[config.mk]
export PLATFORM = sky130hd
export DESIGN_NAME = ysyx_24070016_ifetch
export DESIGN_NICKNAME = d
export VERILOG_FILES = /design/src/rtl/ysyx_24070016_pkg.sv /design/src/rtl/ysyx_24070016_ifetch_perf.sv /design/src/rtl/ysyx_24070016_ifetch.sv
export SDC_FILE = /design/constraint.sdc
export NUM_CORES = 1
export LEC_CHECK = 0
export ABC_AREA = 1
export CORE_UTILIZATION = 55
export DETAILED_ROUTE_END_ITERATION = 12
export DONT_BUFFER_PORTS = 1
export PLACE_DENSITY_LB_ADDON = 0.15
export SLEW_MARGIN = 20
export SYNTH_ARGS = -nofsm -noshare
export SYNTH_HDL_FRONTEND = slang
export SYNTH_SLANG_ARGS = --single-unit
[constraint.sdc]
create_clock -name clk -period 2.6 [get_ports clk]
set_input_delay 0.26 -clock clk [delete_from_list [all_inputs] [get_ports clk]]
set_output_delay 0.26 -clock clk [all_outputs]
set_load 0.05 [all_outputs]
[src/rtl/ysyx_24070016_pkg.sv]
// Shared types and constants for the ysyx_24070016 instruction-fetch stage.
package ysyx_24070016_pkg;

   typedef enum logic [1:0] {
      REQ  = 2'd0,
      WAIT = 2'd1,
      HOLD = 2'd2
   } fetch_state_e;

   localparam logic [31:0] RESET_PC_DEFAULT = 32'h8000_0000;
   localparam logic [31:0] PC_STEP          = 32'd4;

endpackage

[src/rtl/ysyx_24070016_ifetch_perf.sv]
// Fetch performance counters: request handshakes and cycles spent waiting on memory.
module ysyx_24070016_ifetch_perf (
   input  logic        clk,
   input  logic        rst,
   input  logic        fetch_fire,
   input  logic        in_wait,
   output logic [31:0] fetch_cnt,
   output logic [31:0] wait_cyc
);

   always_ff @(posedge clk) begin
      if (!rst) begin
         fetch_cnt <= '0;
         wait_cyc  <= '0;
      end else begin
         if (fetch_fire) fetch_cnt <= fetch_cnt + 32'd1;
         if (in_wait)    wait_cyc  <= wait_cyc + 32'd1;
      end
   end

endmodule

[src/rtl/ysyx_24070016_ifetch.sv]
// Instruction fetch: one outstanding memory read, registered word handed to IDU.
// Optional counters are built only when YSYX_24070016_IFETCH_PERF_EN is defined.
//
// state | meaning
// REQ   | request pc from memory (misaligned pc raises a fault instead)
// WAIT  | request accepted, waiting for rsp_valid (drop = discard it)
// HOLD  | instruction presented to IDU until consumed or redirected
module ysyx_24070016_ifetch
   import ysyx_24070016_pkg::*;
#(
   parameter int              XLEN     = 32,
   parameter logic [XLEN-1:0] RESET_PC = XLEN'(RESET_PC_DEFAULT)
) (
   input  logic            clk,
   input  logic            rst,
   input  logic            redirect_valid,
   input  logic [XLEN-1:0] redirect_pc,
   output logic            req_valid,
   input  logic            req_ready,
   output logic [XLEN-1:0] req_addr,
   input  logic            rsp_valid,
   input  logic [XLEN-1:0] rsp_data,
   input  logic            rsp_err,
   output logic            out_valid,
   input  logic            out_ready,
   output logic [XLEN-1:0] out_pc,
   output logic [XLEN-1:0] out_inst,
   output logic            out_err,
   output logic [31:0]     perf_fetch_cnt,
   output logic [31:0]     perf_wait_cyc
);

   fetch_state_e    state;
   logic [XLEN-1:0] pc;
   logic            drop;
   logic            misaligned;
   logic            req_fire;
   logic            out_fire;

   assign misaligned = |pc[1:0];
   assign req_valid  = (state == REQ) && !misaligned;
   assign req_addr   = pc;
   assign req_fire   = req_valid && req_ready;
   assign out_fire   = out_valid && out_ready;

   always_ff @(posedge clk) begin
      if (!rst) begin
         state     <= REQ;
         pc        <= RESET_PC;
         drop      <= 1'b0;
         out_valid <= 1'b0;
         out_pc    <= '0;
         out_inst  <= '0;
         out_err   <= 1'b0;
      end else begin
         case (state)
            REQ: begin
               if (redirect_valid) begin
                  pc <= redirect_pc;
                  if (req_fire) begin
                     state <= WAIT;
                     drop  <= 1'b1;
                  end
               end else if (misaligned) begin
                  out_valid <= 1'b1;
                  out_err   <= 1'b1;
                  out_inst  <= '0;
                  out_pc    <= pc;
                  state     <= HOLD;
               end else if (req_fire) begin
                  state <= WAIT;
               end
            end
            WAIT: begin
               // A redirect orphans the in-flight read; its response must still be absorbed.
               if (redirect_valid) begin
                  pc <= redirect_pc;
                  if (rsp_valid) begin
                     drop  <= 1'b0;
                     state <= REQ;
                  end else begin
                     drop <= 1'b1;
                  end
               end else if (rsp_valid) begin
                  if (drop) begin
                     drop  <= 1'b0;
                     state <= REQ;
                  end else begin
                     out_valid <= 1'b1;
                     out_inst  <= rsp_data;
                     out_pc    <= pc;
                     out_err   <= rsp_err;
                     state     <= HOLD;
                  end
               end
            end
            HOLD: begin
               if (redirect_valid) begin
                  pc        <= redirect_pc;
                  out_valid <= 1'b0;
                  state     <= REQ;
               end else if (out_fire) begin
                  pc        <= pc + XLEN'(PC_STEP);
                  out_valid <= 1'b0;
                  state     <= REQ;
               end
            end
            default: state <= REQ;
         endcase
      end
   end

`ifdef YSYX_24070016_IFETCH_PERF_EN
   ysyx_24070016_ifetch_perf u_perf (
      .clk        (clk),
      .rst        (rst),
      .fetch_fire (req_fire),
      .in_wait    (state == WAIT),
      .fetch_cnt  (perf_fetch_cnt),
      .wait_cyc   (perf_wait_cyc)
   );
`else
   assign perf_fetch_cnt = '0;
   assign perf_wait_cyc  = '0;
`endif

endmodule

# Word-level counts from Yosys, hierarchy flattened
# Index checks and enable logic that the tools add are counted.
dict set report word_totals {
  register_bits 101
  in_bits 71
  out_inout_bits 163
  latchBits 0
  memories 0
  romBits 0
  ramBits 0
}
dict set report classes {
  n_reduce_logical 15
  addsub 1
  mux 44
  n_shift 0
  n_mul 0
  bitwise 0
  n_lt_le_gt_ge 0
  n_eq_ne 12
  div 0
}
# operator count
set op_table {}
lappend op_table {{$mux 32} 13}
lappend op_table {{$pmux 32 s2} 3}
lappend op_table {{$add 32x3->32 const B} 1}
lappend op_table {{$mux 2} 9}
lappend op_table {{$mux 1} 15}
lappend op_table {{$ne 2x2->1 const B} 7}
lappend op_table {{$reduce_and 7->1} 1}
lappend op_table {{$ne 3x3->1 const B} 2}
lappend op_table {{$pmux 2 s3} 1}
lappend op_table {{$reduce_and 6->1} 1}
lappend op_table {{$pmux 1 s2} 2}
lappend op_table {{$reduce_and 4->1} 1}
lappend op_table {{$reduce_bool 2->1} 2}
lappend op_table {{$reduce_or 2->1} 2}
lappend op_table {{$logic_and 1x1->1} 3}
lappend op_table {{$pmux 1 s3} 1}
lappend op_table {{$reduce_and 3->1} 1}
lappend op_table {{$reduce_bool 3->1} 1}
lappend op_table {{$eq 2x1->1 const B} 1}
lappend op_table {{$eq 2x2->1 const B} 1}
lappend op_table {{$logic_not 2->1} 1}
lappend op_table {{$ne 2x1->1 const B} 1}
lappend op_table {{$reduce_and 2->1} 1}
lappend op_table {{$logic_not 1->1} 1}

# Longest topological paths before layout
dict set report depth {
  ltp_word 8
  depth_mapped 10
}

# Worst setup path after synthesis
# OpenSTA, ideal clock, no wires.
dict set report synth_timing {
  kind {reg-to-reg}
  start {register pc[3], in the netlist req_addr[3]}
  end {register pc[20], in the netlist req_addr[20]}
  required_time_ps 2468
  path_stages_with_launch 11
  path_slack_ps 652
  t_arrival_ps 1816
  cell_sequence {dfxtp_1 > ha_1 > inv_1 > nor2_1 > nand3_1 > nor2_1 > nand2_1 > nand2_1 > nand2_1 > nand2_1 > a21oi_1}
}
dict set report synth_between {
  elab_chain_cells 4
}
# item line
set synth_rtl {}
lappend synth_rtl {{from (decl)} ysyx_24070016_ifetch.sv:34} ;# logic [XLEN-1:0] pc;
lappend synth_rtl {{from (signal assigned)} ysyx_24070016_ifetch.sv:59} ;# pc <= redirect_pc;
lappend synth_rtl {{from (signal assigned)} ysyx_24070016_ifetch.sv:77} ;# pc <= redirect_pc;
lappend synth_rtl {{from (signal assigned)} ysyx_24070016_ifetch.sv:99} ;# pc <= redirect_pc;
lappend synth_rtl {{$add 32x3->32} ysyx_24070016_ifetch.sv:103} ;# pc <= pc + XLEN'(PC_STEP);
lappend synth_rtl {{$mux 32} ysyx_24070016_ifetch.sv:102} ;# end else if (out_fire) begin
lappend synth_rtl {{$mux 32} ysyx_24070016_ifetch.sv:98} ;# if (redirect_valid) begin
lappend synth_rtl {{$pmux 32 s2} ysyx_24070016_ifetch.sv:56} ;# case (state)
# No other way between the ends. The select of a mux whose other input is x is not followed.
# A chain may end at the register's enable or synchronous reset.

# Worst setup path after layout
dict set report layout_timing {
  start {register state[0]}
  end {register pc[2], in the netlist req_addr[2]}
}
dict set report layout_between {
  elab_chain_cells 4
  word_cells_on_any_way 9
}
# item line
set layout_rtl {}
lappend layout_rtl {{from (decl)} ysyx_24070016_ifetch.sv:33} ;# fetch_state_e state;
lappend layout_rtl {{from (signal assigned)} ysyx_24070016_ifetch.sv:48} ;# state <= REQ;
lappend layout_rtl {{from (signal assigned)} ysyx_24070016_ifetch.sv:61} ;# state <= WAIT;
lappend layout_rtl {{from (signal assigned)} ysyx_24070016_ifetch.sv:69} ;# state <= HOLD;
lappend layout_rtl {{$eq 2x1->1 / $logic_not 2->1 (equally long branches)} ysyx_24070016_ifetch.sv:56}
lappend layout_rtl {{$reduce_or 2->1 (no source line)} -}
lappend layout_rtl {{$ne 2x1->1 (no source line) / $reduce_bool 2->1 (equally long branches)} -}
lappend layout_rtl {{$reduce_and 3->1 (no source line)} -}
# Parallel ways exist; a longest one is shown, timed or not.

==> flow_summary.html <==
<table>
<tr><th>Metric</th><th>Value</th></tr>
<tr><th colspan="2">Outcome</th></tr>
<tr><td>Run status</td><td>completed</td></tr>
<tr><th colspan="2">CTS</th></tr>
<tr><td>Count of clock tree sinks</td><td>101</td></tr>
<tr><td>Max H-tree Level</td><td>3</td></tr>
<tr><td>Master cell of the clock root buffer</td><td>clkbuf_8</td></tr>
<tr><td>Clock latency on the worst-skew pair</td><td>0.36 ns</td></tr>
<tr><td>CTS-repair resized insts</td><td>0</td></tr>
<tr><td>Clock transition at the register clock pins on the worst setup and hold paths after CTS</td><td>0.11 ns</td></tr>
<tr><td>Number of buffers inserted to repair setup after CTS</td><td>0</td></tr>
<tr><td>Max Root-Sink Buffers</td><td>2</td></tr>
<tr><td>CTS tree</td><td>yes</td></tr>
<tr><td>Number of buffers created by CTS</td><td>9</td></tr>
<tr><th colspan="2">STA</th></tr>
<tr><td>Worst slew margin relative to its limit</td><td>47.3%</td></tr>
<tr><td>Transition time at the pin with the least slew margin</td><td>0.788 ns</td></tr>
<tr><td>Min Tclk post-route</td><td>2.25 ns</td></tr>
<tr><td>Portion of the clock cycle consumed by the worst path in the final layout</td><td>86.7%</td></tr>
<tr><td>Worst-case hold slack</td><td>0.0217 ns</td></tr>
<tr><td>Max-slew violation count</td><td>0</td></tr>
<tr><td>Total negative slack for setup checks</td><td>0 ns</td></tr>
<tr><td>Unrepaired setup endpoints after global routing</td><td>no</td></tr>
<tr><td>Final setup violation count</td><td>0</td></tr>
<tr><td>Setup Skew</td><td>0.0104 ns</td></tr>
<tr><td>Hold Vio Cnt, Final</td><td>0</td></tr>
<tr><td>Maximum clock frequency</td><td>444 MHz</td></tr>
<tr><th colspan="2">Floorplanning</th></tr>
<tr><td>Effective utilization at floorplan</td><td>57.4%</td></tr>
<tr><td>Core footprint</td><td>9370 sq um</td></tr>
<tr><td>Top-level I/O count</td><td>234</td></tr>
<tr><td>Std-Cell Rows</td><td>35</td></tr>
<tr><td>Horiz. Die Dim</td><td>101 um</td></tr>
<tr><td>Die area</td><td>10,200 sq um</td></tr>
<tr><td>Vertical extent of the die</td><td>101 um</td></tr>
<tr><th colspan="2">Critical path</th></tr>
<tr><td>Most prevalent standard cell on the critical path</td><td>inv_2</td></tr>
<tr><td>Required arrival time at the worst endpoint</td><td>2.82 ns</td></tr>
<tr><td>Type of origin of the critical path</td><td>register</td></tr>
<tr><td>Delay of the slowest critical-path stage</td><td>0.62 ns</td></tr>
<tr><td>Slack of the worst reg-to-reg path</td><td>0.35 ns</td></tr>
<tr><td>Worst reg2reg path depth</td><td>7</td></tr>
<tr><td>Largest fanout on the critical path</td><td>35</td></tr>
<tr><td>Endpoint of the most critical register-to-register path</td><td>req_addr[2]</td></tr>
<tr><td>Signal arrival time at the worst endpoint</td><td>2.48 ns</td></tr>
<tr><td>Cell breakdown of the critical path</td><td>inv_2, nand2_2, inv_1, o21ai_4, inv_2, o21ai_0, a31oi_1</td></tr>
<tr><td>Worst setup path category</td><td>register to register</td></tr>
<tr><td>Startpoint of the worst-slack reg-to-reg timing path</td><td>state[0]</td></tr>
<tr><td>Library cell contributing the largest single delay on the critical path</td><td>o21ai_4</td></tr>
<tr><td>Sort of element at the end of the critical path</td><td>register</td></tr>
<tr><th colspan="2">Logic synthesis</th></tr>
<tr><td>Most numerous cell in the Yosys netlist</td><td>nand2_1</td></tr>
<tr><td>Sequential fraction of the synthesis area</td><td>37.6%</td></tr>
<tr><td>Average cell area after synthesis</td><td>6.89 sq um</td></tr>
<tr><td>Largest area contributor in the netlist</td><td>dfxtp_1</td></tr>
<tr><td>Cells after Synth</td><td>781</td></tr>
<tr><td>Top cells by area, synth</td><td>dfxtp_1, nand2_1, a21oi_1, buf_4, o21ai_0</td></tr>
<tr><td>Top-area cell type share of the netlist area</td><td>37.6%</td></tr>
<tr><td>Share of async-settable or async-resettable flops after synthesis</td><td>0%</td></tr>
<tr><td>Distinct cells, synth</td><td>35</td></tr>
<tr><td>Main synth FF type</td><td>dfxtp_1</td></tr>
<tr><td>Netlist Area Pre-Place</td><td>5380 sq um</td></tr>
<tr><td>Post-synth EDFFs</td><td>0</td></tr>
<tr><td>YS warnings</td><td>0</td></tr>
<tr><td>Flop and latch count out of synthesis</td><td>101</td></tr>
<tr><td>Commonest cells post-synth</td><td>nand2_1, a21oi_1, dfxtp_1</td></tr>
<tr><th colspan="2">Routing</th></tr>
<tr><td>Wl on met1</td><td>5820 um</td></tr>
<tr><td>Post-detailed-route wirelength per cell</td><td>14.8 um</td></tr>
<tr><td>Top layer in use</td><td>met4</td></tr>
<tr><td>Amount of wire on met3 after detailed routing</td><td>1340 um</td></tr>
<tr><td>Count of TritonRoute iterations in the first routing pass</td><td>6</td></tr>
<tr><td>Antenna-violating nets left</td><td>0</td></tr>
<tr><td>Routed wire length</td><td>13,700 um</td></tr>
<tr><td>Number of DRC violations after detailed routing</td><td>0</td></tr>
<tr><td>Initial DRC count</td><td>388</td></tr>
<tr><td>Mean number of vias per cell</td><td>5.26</td></tr>
<tr><td>Routed vias</td><td>4,882</td></tr>
<tr><td>Wire length on met2</td><td>6360 um</td></tr>
<tr><th colspan="2">Cells and area</th></tr>
<tr><td>Layout cells sized above 1</td><td>8.64%</td></tr>
<tr><td>Synthesis-to-finish area growth</td><td>4.44%</td></tr>
<tr><td>Fill cell total of the finished layout</td><td>934</td></tr>
<tr><td>Area of combinational cells with multiple inputs</td><td>2690 sq um</td></tr>
<tr><td>Number of antenna cells inserted</td><td>0</td></tr>
<tr><td>Sequential Area</td><td>2020 sq um</td></tr>
<tr><td>Post-layout util</td><td>60.0%</td></tr>
<tr><td>Fin nets</td><td>866</td></tr>
<tr><th colspan="2">Power and ir drop</th></tr>
<tr><td>Leakage</td><td>2.12 nW</td></tr>
<tr><td>Comb power frac</td><td>29.3%</td></tr>
<tr><td>Relative contribution of the clock network to total power</td><td>21.1%</td></tr>
<tr><td>Cell internal power dissipation</td><td>2.42 mW</td></tr>
<tr><td>Sequential cell fraction of total power</td><td>49.6%</td></tr>
<tr><td>Power density relative to cell area</td><td>797 nW/um^2</td></tr>
<tr><td>NetSw</td><td>2.06 mW</td></tr>
<tr><td>Largest voltage drop on the vdd net</td><td>0.440 mV</td></tr>
<tr><td>Total Power</td><td>4.48 mW</td></tr>
<tr><td>Switch share</td><td>46.0%</td></tr>
<tr><th colspan="2">Global routing</th></tr>
<tr><td>Global-route total usage across every layer</td><td>26.3%</td></tr>
<tr><td>Initial antenna violation count</td><td>0</td></tr>
<tr><td>Gr ovfl total</td><td>0</td></tr>
<tr><td>Pin count of the biggest net entering global routing</td><td>67</td></tr>
<tr><td>Number of global-route vias before repair</td><td>4,312</td></tr>
<tr><td>Wire length of the first global-routing pass</td><td>21,100 um</td></tr>
<tr><th colspan="2">Job</th></tr>
<tr><td>Number of max-capacitance violations reported</td><td>0</td></tr>
<tr><th colspan="2">Worst hold path</th></tr>
<tr><td>Cell count of the worst hold path</td><td>2</td></tr>
<tr><td>Startpoint of the tightest hold check path</td><td>rst</td></tr>
<tr><td>Hold Path End</td><td>out_pc[19]</td></tr>
<tr><td>Class of the worst hold path</td><td>input pin to register</td></tr>
<tr><th colspan="2">Place</th></tr>
<tr><td>DPL Wire Length</td><td>9730 um</td></tr>
<tr><td>Count of buffers inserted at the top-level ports</td><td>0</td></tr>
<tr><td>Routability congestion estimate from global placement</td><td>0.856</td></tr>
</table>
## power by group through the flow
stage	Clock, mW	Sequential, mW	Combinational, mW
floorplan	0	2.51	0.883
global placement	0	2.25	1.27
detailed placement	0	2.26	1.30
CTS	0.970	2.22	1.31
global route	1.04	2.25	1.43
finish	0.944	2.22	1.31
## worst max-delay path by stage
stage                           start      endpoint  slack, ns  cells after the start
after detailed placement     state[0]  req_addr[30]       0.41                      8
after CTS                    state[0]   req_addr[3]       0.37                      7
after global placement       state[0]   req_addr[3]       0.49                      7
final                        state[0]   req_addr[2]       0.35                      7
after floorplan           req_addr[3]  req_addr[20]       0.65                     10
after global routing         state[0]   req_addr[2]       0.16                      7
## layout by cell type, fill, tap and decap left out, types with 2 or more instances in the layout
cell type        n
nor2_1          60
dlygate4sd3_1    3
inv_2            4
nor2_2           3
o21ai_0         51
or2_2            3
nand3b_1        33
o21a_1          16
nand3_1         35
clkbuf_8         9
nand2_2          2
xor2_1           2
a31oi_1          2
clkinv_2         2
dfxtp_1        101
nand4_1          3
conb_1          64
nor3_1           2
buf_4           38
o21bai_1         2
inv_6            2
nand2_1        181
inv_1           64
a21oi_1        103
## layout make-up
type                    instances  share of cell area, %
well taps                     129                   2.87
clock inverters                 6                  0.824
clock buffers                  10                   2.27
multi-input cells             572                   47.8
flip-flops and latches        101                   36.0
inverters                      69                   4.61
repair buffers                 41                   5.61
## what timing repair did
action	CTS	global route
setup endpoints to repair	0	0
endpoints found under the hold margin	2	1
hold buffers	2	1
## worst max-delay path, delay by kind of cell, from the launching register on
kind,cells,cell delay (ns)
DFF,1,0.38
AOI/OAI and AO/OA,3,0.96
buffers and inverters,3,0.64
and+or+nand+nor,1,0.13
## registers in the layout, summed over array words and instances, names as in the netlist
name       cells
out_valid      1
out_err        1
out_pc        32
req_addr      32
out_inst      32
drop           1
state          2
## per-stage QoR
step                      instances  worst slack (ns)  cell area (sq um)
final                           928             0.346               5620
after global routing            928             0.158               5620
after CTS                       927             0.375               5610
after detailed placement        909             0.412               5420
after global placement          909             0.491               5420
after floorplan                 844             0.652               5620
## kinds of logic after synthesis
| family | synth area share, % |
|---|---|
| buffers and inverters | 17.0 |
| other | 0.0697 |
| AND/OR/NAND/NOR | 26.7 |
| XOR/XNOR | 0.488 |
| AO/OA/AOI/OAI | 17.9 |
| adder cells (fa/ha/maj) | 0.233 |
| flip-flops | 37.6 |
## per-layer routing
metal  vias to the layer above  GRT usage, %
met1                      2199          33.3
met5                         -             0
met4                         0          5.80
met2                       250          44.2
met3                        17          7.70
li1                       2416             -
(Power assumes the default switching activity.)
